[src/rtl/sc_regbank_general.sv]
// General-purpose register bank: r0 reads zero, one write port, two combinational read ports,
// and a one-register-per-clock clear sweep. Optional macro SC_REGBANK_BYPASS_EN forwards write data to reads.
module sc_regbank_general #(
  parameter int DATAWIDTH_BUS = 32,
  parameter int ADDRWIDTH     = 5,
  parameter int NUMREG        = 32
)(
  input  logic                     SC_RegBANK_CLOCK_50,
  input  logic                     SC_RegBANK_RESET_InLow,
  input  logic                     SC_RegBANK_Write_InLow,
  input  logic [ADDRWIDTH-1:0]     SC_RegBANK_WriteAddr_In,
  input  logic [DATAWIDTH_BUS-1:0] SC_RegBANK_DataBUS_In,
  input  logic [ADDRWIDTH-1:0]     SC_RegBANK_ReadAddrA_In,
  input  logic [ADDRWIDTH-1:0]     SC_RegBANK_ReadAddrB_In,
  input  logic                     SC_RegBANK_Clear_InLow,
  output logic [DATAWIDTH_BUS-1:0] SC_RegBANK_DataBUSA_Out,
  output logic [DATAWIDTH_BUS-1:0] SC_RegBANK_DataBUSB_Out,
  output logic                     SC_RegBANK_Busy_Out,
  output logic                     SC_RegBANK_WriteError_Out
);

  // state    | meaning
  // ST_IDLE  | normal reads/writes, clear request accepted here
  // ST_CLEAR | zeroing r_ptr = 1 .. NUMREG-1, one per edge; all writes rejected

  typedef enum logic {ST_IDLE = 1'b0, ST_CLEAR = 1'b1} state_t;

  localparam logic [ADDRWIDTH:0]   LP_NUMREG = (ADDRWIDTH+1)'(NUMREG);
  localparam logic [ADDRWIDTH-1:0] LP_LAST   = ADDRWIDTH'(NUMREG - 1);

  state_t                   r_state;
  state_t                   w_state_next;
  logic [ADDRWIDTH-1:0]     r_ptr;
  logic [DATAWIDTH_BUS-1:0] r_regs [NUMREG];
  logic                     r_wr_err;

  logic                     w_wr_req;
  logic                     w_clr_req;
  logic                     w_waddr_oob;
  logic                     w_wr_accept;
  logic                     w_wr_reject;
  logic                     w_a_valid;
  logic                     w_b_valid;
  logic                     w_busy;
  logic [DATAWIDTH_BUS-1:0] w_rd_a;
  logic [DATAWIDTH_BUS-1:0] w_rd_b;

  assign w_wr_req    = ~SC_RegBANK_Write_InLow;
  assign w_clr_req   = ~SC_RegBANK_Clear_InLow;
  assign w_waddr_oob = ({1'b0, SC_RegBANK_WriteAddr_In} >= LP_NUMREG);

  // Clear wins over a simultaneous write; address 0 is dropped without flagging.
  assign w_wr_accept = SC_RegBANK_RESET_InLow & w_wr_req & (r_state == ST_IDLE) & ~w_clr_req
                     & ~w_waddr_oob & (SC_RegBANK_WriteAddr_In != '0);
  assign w_wr_reject = w_wr_req & ((r_state == ST_CLEAR) | w_clr_req | w_waddr_oob);

  always_ff @(negedge SC_RegBANK_CLOCK_50 or negedge SC_RegBANK_RESET_InLow) begin
    if (!SC_RegBANK_RESET_InLow) begin
      r_state <= ST_IDLE;
    end else begin
      r_state <= w_state_next;
    end
  end

  always_comb begin
    w_state_next = r_state;
    case (r_state)
      ST_IDLE:  if (w_clr_req) w_state_next = ST_CLEAR;
      ST_CLEAR: if (r_ptr == LP_LAST) w_state_next = ST_IDLE;
      default:  w_state_next = ST_IDLE;
    endcase
  end

  always_comb begin
    w_busy = (r_state == ST_CLEAR);
  end

  always_ff @(negedge SC_RegBANK_CLOCK_50 or negedge SC_RegBANK_RESET_InLow) begin
    if (!SC_RegBANK_RESET_InLow) begin
      for (int i = 0; i < NUMREG; i++) r_regs[i] <= '0;
      r_ptr    <= '0;
      r_wr_err <= 1'b0;
    end else begin
      if (w_wr_reject) r_wr_err <= 1'b1;
      case (r_state)
        ST_IDLE: begin
          if (w_clr_req) begin
            r_ptr <= ADDRWIDTH'(1);
          end else if (w_wr_accept) begin
            r_regs[SC_RegBANK_WriteAddr_In] <= SC_RegBANK_DataBUS_In;
          end
        end
        ST_CLEAR: begin
          r_regs[r_ptr] <= '0;
          r_ptr         <= r_ptr + 1'b1;
        end
        default: ;
      endcase
    end
  end

  assign w_a_valid = (SC_RegBANK_ReadAddrA_In != '0) && ({1'b0, SC_RegBANK_ReadAddrA_In} < LP_NUMREG);
  assign w_b_valid = (SC_RegBANK_ReadAddrB_In != '0) && ({1'b0, SC_RegBANK_ReadAddrB_In} < LP_NUMREG);

  always_comb begin
    w_rd_a = '0;
    w_rd_b = '0;
    if (w_a_valid) w_rd_a = r_regs[SC_RegBANK_ReadAddrA_In];
    if (w_b_valid) w_rd_b = r_regs[SC_RegBANK_ReadAddrB_In];
`ifdef SC_REGBANK_BYPASS_EN
    if (w_wr_accept && (SC_RegBANK_ReadAddrA_In == SC_RegBANK_WriteAddr_In)) w_rd_a = SC_RegBANK_DataBUS_In;
    if (w_wr_accept && (SC_RegBANK_ReadAddrB_In == SC_RegBANK_WriteAddr_In)) w_rd_b = SC_RegBANK_DataBUS_In;
`else
`endif
  end

  assign SC_RegBANK_DataBUSA_Out   = w_rd_a;
  assign SC_RegBANK_DataBUSB_Out   = w_rd_b;
  assign SC_RegBANK_Busy_Out       = w_busy;
  assign SC_RegBANK_WriteError_Out = r_wr_err;

endmodule

[config.mk]
export PLATFORM = sky130hd
export DESIGN_NAME = sc_regbank_general
export DESIGN_NICKNAME = d
export VERILOG_FILES = /design/src/rtl/sc_regbank_general.sv
export SDC_FILE = /design/constraint.sdc
export NUM_CORES = 2
export LEC_CHECK = 0
export BUFFER_PORTS_ARGS = -buffer_cell sky130_fd_sc_hd__buf_2
export CORE_ASPECT_RATIO = 0.75
export CORE_MARGIN = 2
export CORE_UTILIZATION = 63
export CTS_CLUSTER_DIAMETER = 100
export DETAILED_ROUTE_END_ITERATION = 8
export PLACE_DENSITY = 0.89
export SLEW_MARGIN = 20
export SYNTH_ARGS = -nofsm -noshare
export SYNTH_HDL_FRONTEND = slang
export SYNTH_SLANG_ARGS = --single-unit
[constraint.sdc]
create_clock -name SC_RegBANK_CLOCK_50 -period 3.3 [get_ports SC_RegBANK_CLOCK_50]
set_input_delay 0.66 -clock SC_RegBANK_CLOCK_50 [delete_from_list [all_inputs] [get_ports SC_RegBANK_CLOCK_50]]
set_output_delay 0.66 -clock SC_RegBANK_CLOCK_50 [all_outputs]
set_load 0.03 [all_outputs]
==> impl_results.md, run 1 <==
- Largest net degree at the start of global routing: 126
- Synth Area in Adders: 0.117%
- Number of cell rows: 92
- Last stage reached: global routing
- Post-Syn Area: ~54000 um^2
- Largest family of logic cells by synthesized area: multiplexers
- Synthesized instance count: 4063
- Global route total overflow: 8
- Sink Count: 1031
- Status: stopped before the end
- First Err: [ERROR GRT-0116] Global routing finished with congestion. Check the congestion regions in the DRC Viewer.
- Syn avg cell area: 13.2 um^2
- Chip Width: roughly 340 um
- Most used DFF post-synth: dfrtn_1
- Simple-Gate Fraction of Synth Area: under 10%
- Sequential share of the synthesized area: 48.0%
- First-pass GRT wire length: 474 mm
- Mux contribution to synthesized area: 22.5%
- Port bufs: 116
- Starting Density: 63.7%
- I/O Pins: 117
- Top cells by area, synth: dfrtn_1, mux4_2, a22o_1
- Synth cell types: 47
- H-tree Lvls: 3
- Hpwl dp: 156 mm
- Yosys top cell by area: dfrtn_1
- CTS Buf Count: 99
- Clk root buf: clkbuf_16
- Die Y: 257 um
- Synth warnings: 0
- Most frequent cell after synthesis: dfrtn_1
- Post-synth EDFFs: 0
- Final GP Congestion: 1.01
- Synth top area share: 48.0%
- Synth Area in XOR/XNOR: 0.0326%
- Synth async-reset ratio: between 90% and 100%
- Synth cell count leaders: dfrtn_1, a22o_1, mux4_2
- Total track usage: 76.5%
- Compound-Gate Fraction of Synth Area: between 20% and 30%
- Number of global-route vias before repair: between 60000 and 70000
- Seq cells post-synth: 1031
- CTS max path bufs: 3
- Post-Syn Nets: 4119
what timing repair did:
action,CTS
hold endpoints to repair,0
cloned,25
hold buffers,0
pin swaps,132
endpoints found under the setup margin,396
resized for setup,531
buffers inserted,103
per-stage QoR:
step	hold WS (ps)	area [um^2]	TNS (ps)	worst slack [ps]	instances
4_1_cts	457	72900	-101260	-1530	6174
2_1_floorplan	427	55900	-377060	-426	4063
3_3_place_gp	414	65900	-648750	-920	5887
3_5_place_dp	421	65900	-736370	-916	5887
routing by layer:
| layer | GRT overflow | global-route usage (%) |
|---|---|---|
| met5 | 0 | 45.7 |
| met4 | 4 | 72.9 |
| met1 | 1 | 76.0 |
| met3 | 0 | 68.7 |
| met2 | 3 | 87.7 |
kinds of logic after synthesis:
logic type | count (synthesis)
AO/OA/AOI/OAI | 1393
flip-flops | 1031
adder cells (fa/ha/maj) | 5
XOR/XNOR | 2
multiplexers | 641
AND/OR/NAND/NOR | 471
buffers and inverters | 520
==> run 2, diff against run 1 <==
--- a/config.mk
+++ b/config.mk
@@ -6,12 +6,10 @@
 export NUM_CORES = 2
 export LEC_CHECK = 0
 export BUFFER_PORTS_ARGS = -buffer_cell sky130_fd_sc_hd__buf_2
-export CORE_ASPECT_RATIO = 0.75
 export CORE_MARGIN = 2
-export CORE_UTILIZATION = 63
-export CTS_CLUSTER_DIAMETER = 100
+export CORE_UTILIZATION = 40
 export DETAILED_ROUTE_END_ITERATION = 8
-export PLACE_DENSITY = 0.89
+export PLACE_DENSITY_LB_ADDON = 0.15
 export SLEW_MARGIN = 20
 export SYNTH_ARGS = -nofsm -noshare
 export SYNTH_HDL_FRONTEND = slang
==> run 2 against run 1 <==
Against the previous run:
- the flow now finishes, with violations (setup timing)
- area after synthesis did not move
- synthesized cell count did not move
==> impl_results.md, run 2 <==
- Status: finished, violations left (was stopped before the end)
- Failing checks: setup timing
- Worst Path Required: 2640 ps
- Clk root buf: clkbuf_16 (unchanged)
- I/O Pins: 117 (unchanged)
- Final GP Congestion: 0.937 (was 1.01)
- Area grow syn2layout: 41.0%
- Top delay family on crit path: multiplexers
- Synth top area share: 48.0% (unchanged)
- Chip Width: 370 um (was 341 um)
- Post-Syn Area: 53700 um^2 (unchanged)
- PwrDens: just under 500 nW/um^2
- Yosys top cell by area: dfrtn_1 (unchanged)
- Antenna-violating nets left: 0
- Sequential share of the synthesized area: 48.0% (unchanged)
- Worst path bufs/invs: 1
- CP startpoint kind: flop
- Kind of critical path: reg2out
- CTS Hold Bufs: 0 (unchanged)
- TritonCTS clock tree: done
- Syn avg cell area: 13.2 um^2 (unchanged)
- Number of global-route vias before repair: 46400
- Leak: 0.0344 uW
- Layout filler cell count: between 10000 and 15000
- Slowest cell on crit path: mux4_2
- Synth async-reset ratio: 100% (unchanged)
- Register area: between 20000 and 30000 um^2
- Most used DFF post-synth: dfrtn_1 (unchanged)
- Wire length per cell: 35.8 um
- VDD IR max: 0.427 mV
- Worst EP arrival: 4100 ps
- Sink Count: 1031 (unchanged)
- CTS max path bufs: 3 (unchanged)
- Synth cell count leaders: dfrtn_1, a22o_1, mux4_2 (unchanged)
- Crit-path max cell delay: 470 ps
- Crit end category: output port
- Drt initial violations: between 6000 and 7000
- Multi-input gate area: 29000 um^2
- Post-synth EDFFs: 0 (unchanged)
- First-pass GRT wire length: ~350 mm
- DR pass1 iterations: 6
- Endpoints failing setup: 300
- Synth cell types: 47 (unchanged)
- Global route total overflow: 0
- Worst Setup SP: r_regs[858]$_DFFE_NN0P_
- Synthesized instance count: 4063 (unchanged)
- Reg clk slew, reported paths: ~50 ps
- Pre-CTS WS: -1100 ps (was -916 ps)
- CTS Buf Count: 117 (was 99)
- Synth warnings: 0 (unchanged)
- Top cells by area, synth: dfrtn_1, mux4_2, a22o_1 (unchanged)
- DRC Markers: 0
- Largest net degree at the start of global routing: roughly 130
- Later-pin clock latency in the skew report: 680 ps
- Commonest cells after routing, fill and taps aside: dfrtn_1, buf_4, a22o_1
- Post-layout util: 56.8%
- H-tree Lvls: 3 (unchanged)
- Post-Syn Nets: 4119 (unchanged)
- Max Slew Vio Count: 0
- Die Y: 370 um (was 257 um)
- Drt total wl: between 200 and 250 mm
- Total track usage: between 30% and 40%
- Worst Tran Pin Value: 1130 ps
- Number of cell rows: 134 (was 92)
- RSZ-0062 raised after global routing: true
- Layout Skew: 19.6 ps
- Starting Density: 40.3% (was 63.7%)
- Commonest non-fill, non-tap cell in the layout: dfrtn_1
- Placement Cell Area: 68100 um^2 (was 65900 um^2)
- Die area: 137000 um^2
- Largest regs: r_regs: 1024 flops, r_ptr: 5 flops
- Post-DR vias/cell: 6.66
- Vias: 46600
- Final net count: 5180
- Largest Register: r_regs
- Antenna violations before repair: 6
- Port bufs: 116 (unchanged)
- FF-to-FF setup slack: roughly 540 ps
- Crit Path Max Fanout: 3
- Final Hold Viols: 0
- Placeable Area: 133000 um^2
- Final worst-path setup slack: -1460 ps
- Max reg flops: about 1000
- Most frequent cell after synthesis: dfrtn_1 (unchanged)
- Reg-to-reg startpoint: SC_RegBANK_Busy_Out$_DFF_NN0_
- Cells along the critical path: mux4_2 > mux2_4 > o21ai_4 > a311oi_4 > buf_6
- Max Cap Violations: 0
- Worst slew margin: 24.6%
- Worst min path class: reg2reg
- Final Cell Area: 75700 um^2
- Hpwl dp: 154 mm (was 156 mm)
- Seq cells post-synth: 1031 (unchanged)
- Hold wc startpoint: r_regs[1003]$_DFFE_NN0P_
- Proportion of layout cells with a drive suffix above 1: 48.7%
==> run 2: metal layers <==
layer	track usage, %	share of wire [%]
met1	50.0	40
met2	51.4	43
met3	9.69	11
met4	17.8	5.5
met5	0.490	0.014
==> run 2: final cells by class <==
type | count | area share [%]
Antenna cell | 3 | 0.00991
Multi-Input combinational cell | 2512 | 38.2
Inverter | 4 | 0.0264
Sequential cell | 1031 | 34.1
Clock buffer | 182 | 4.64
Timing Repair Buffer | 1458 | 19.6
Clock inverter | 28 | 0.502
Tap cell | 1768 | 2.92
==> run 2: power by group <==
part	internal [uW]	switching, uW	leakage, uW	total [uW]
logic	3990	5340	0.0183	9330
clock network	7880	5680	0.00192	13600
registers	13800	861	0.0142	14700
total	25700	11900	0.0344	37600
==> run 2: logic make-up after synthesis <==
family	share of synthesized area, %
multiplexers	22.5
AND/OR/NAND/NOR	4.52
AO/OA/AOI/OAI	20.6
flip-flops	48.0
XOR/XNOR	0.0326
adder cells (fa/ha/maj)	0.117
buffers and inverters	4.16
==> run 2: path summary, 6_finish.rpt <==
| check | cells past startpoint | end |
|---|---|---|
| min in group asynchronous | 2 | r_regs[936]$_DFFE_NN0P_ |
| max in group asynchronous | 4 | r_regs[244]$_DFFE_NN0P_ |
| min reg2reg | 1 | r_regs[1003]$_DFFE_NN0P_ |
| max reg2reg | 7 | r_regs[242]$_DFFE_NN0P_ |
| min | 1 | r_regs[1003]$_DFFE_NN0P_ |
| max | 5 | SC_RegBANK_DataBUSA_Out[26] |
==> run 2: stage by stage <==
| stage | std cells | power, uW | hold slack [ps] | setup TNS [ps] |
|---|---|---|---|---|
| floorplan | 4063 | 18800 | 427 | -377060 |
| detailed placement | 6647 | 23100 | 421 | -821350 |
| global route | 6984 | 38700 | 467 | -96920 |
| finish | 6986 | 37600 | 452 | -94140 |
| CTS | 6927 | 37300 | 453 | -102100 |
| global placement | 6645 | 23000 | 414 | -820190 |
==> run 2: what timing repair did <==
item                                    4_1_cts  5_1_grt
pin swaps                                   100       79
gates resized for setup                     444      138
buffers inserted                             63       60
endpoints found under the setup margin      543      762
gates cloned                                 23       16
(Power assumes the default switching activity.)
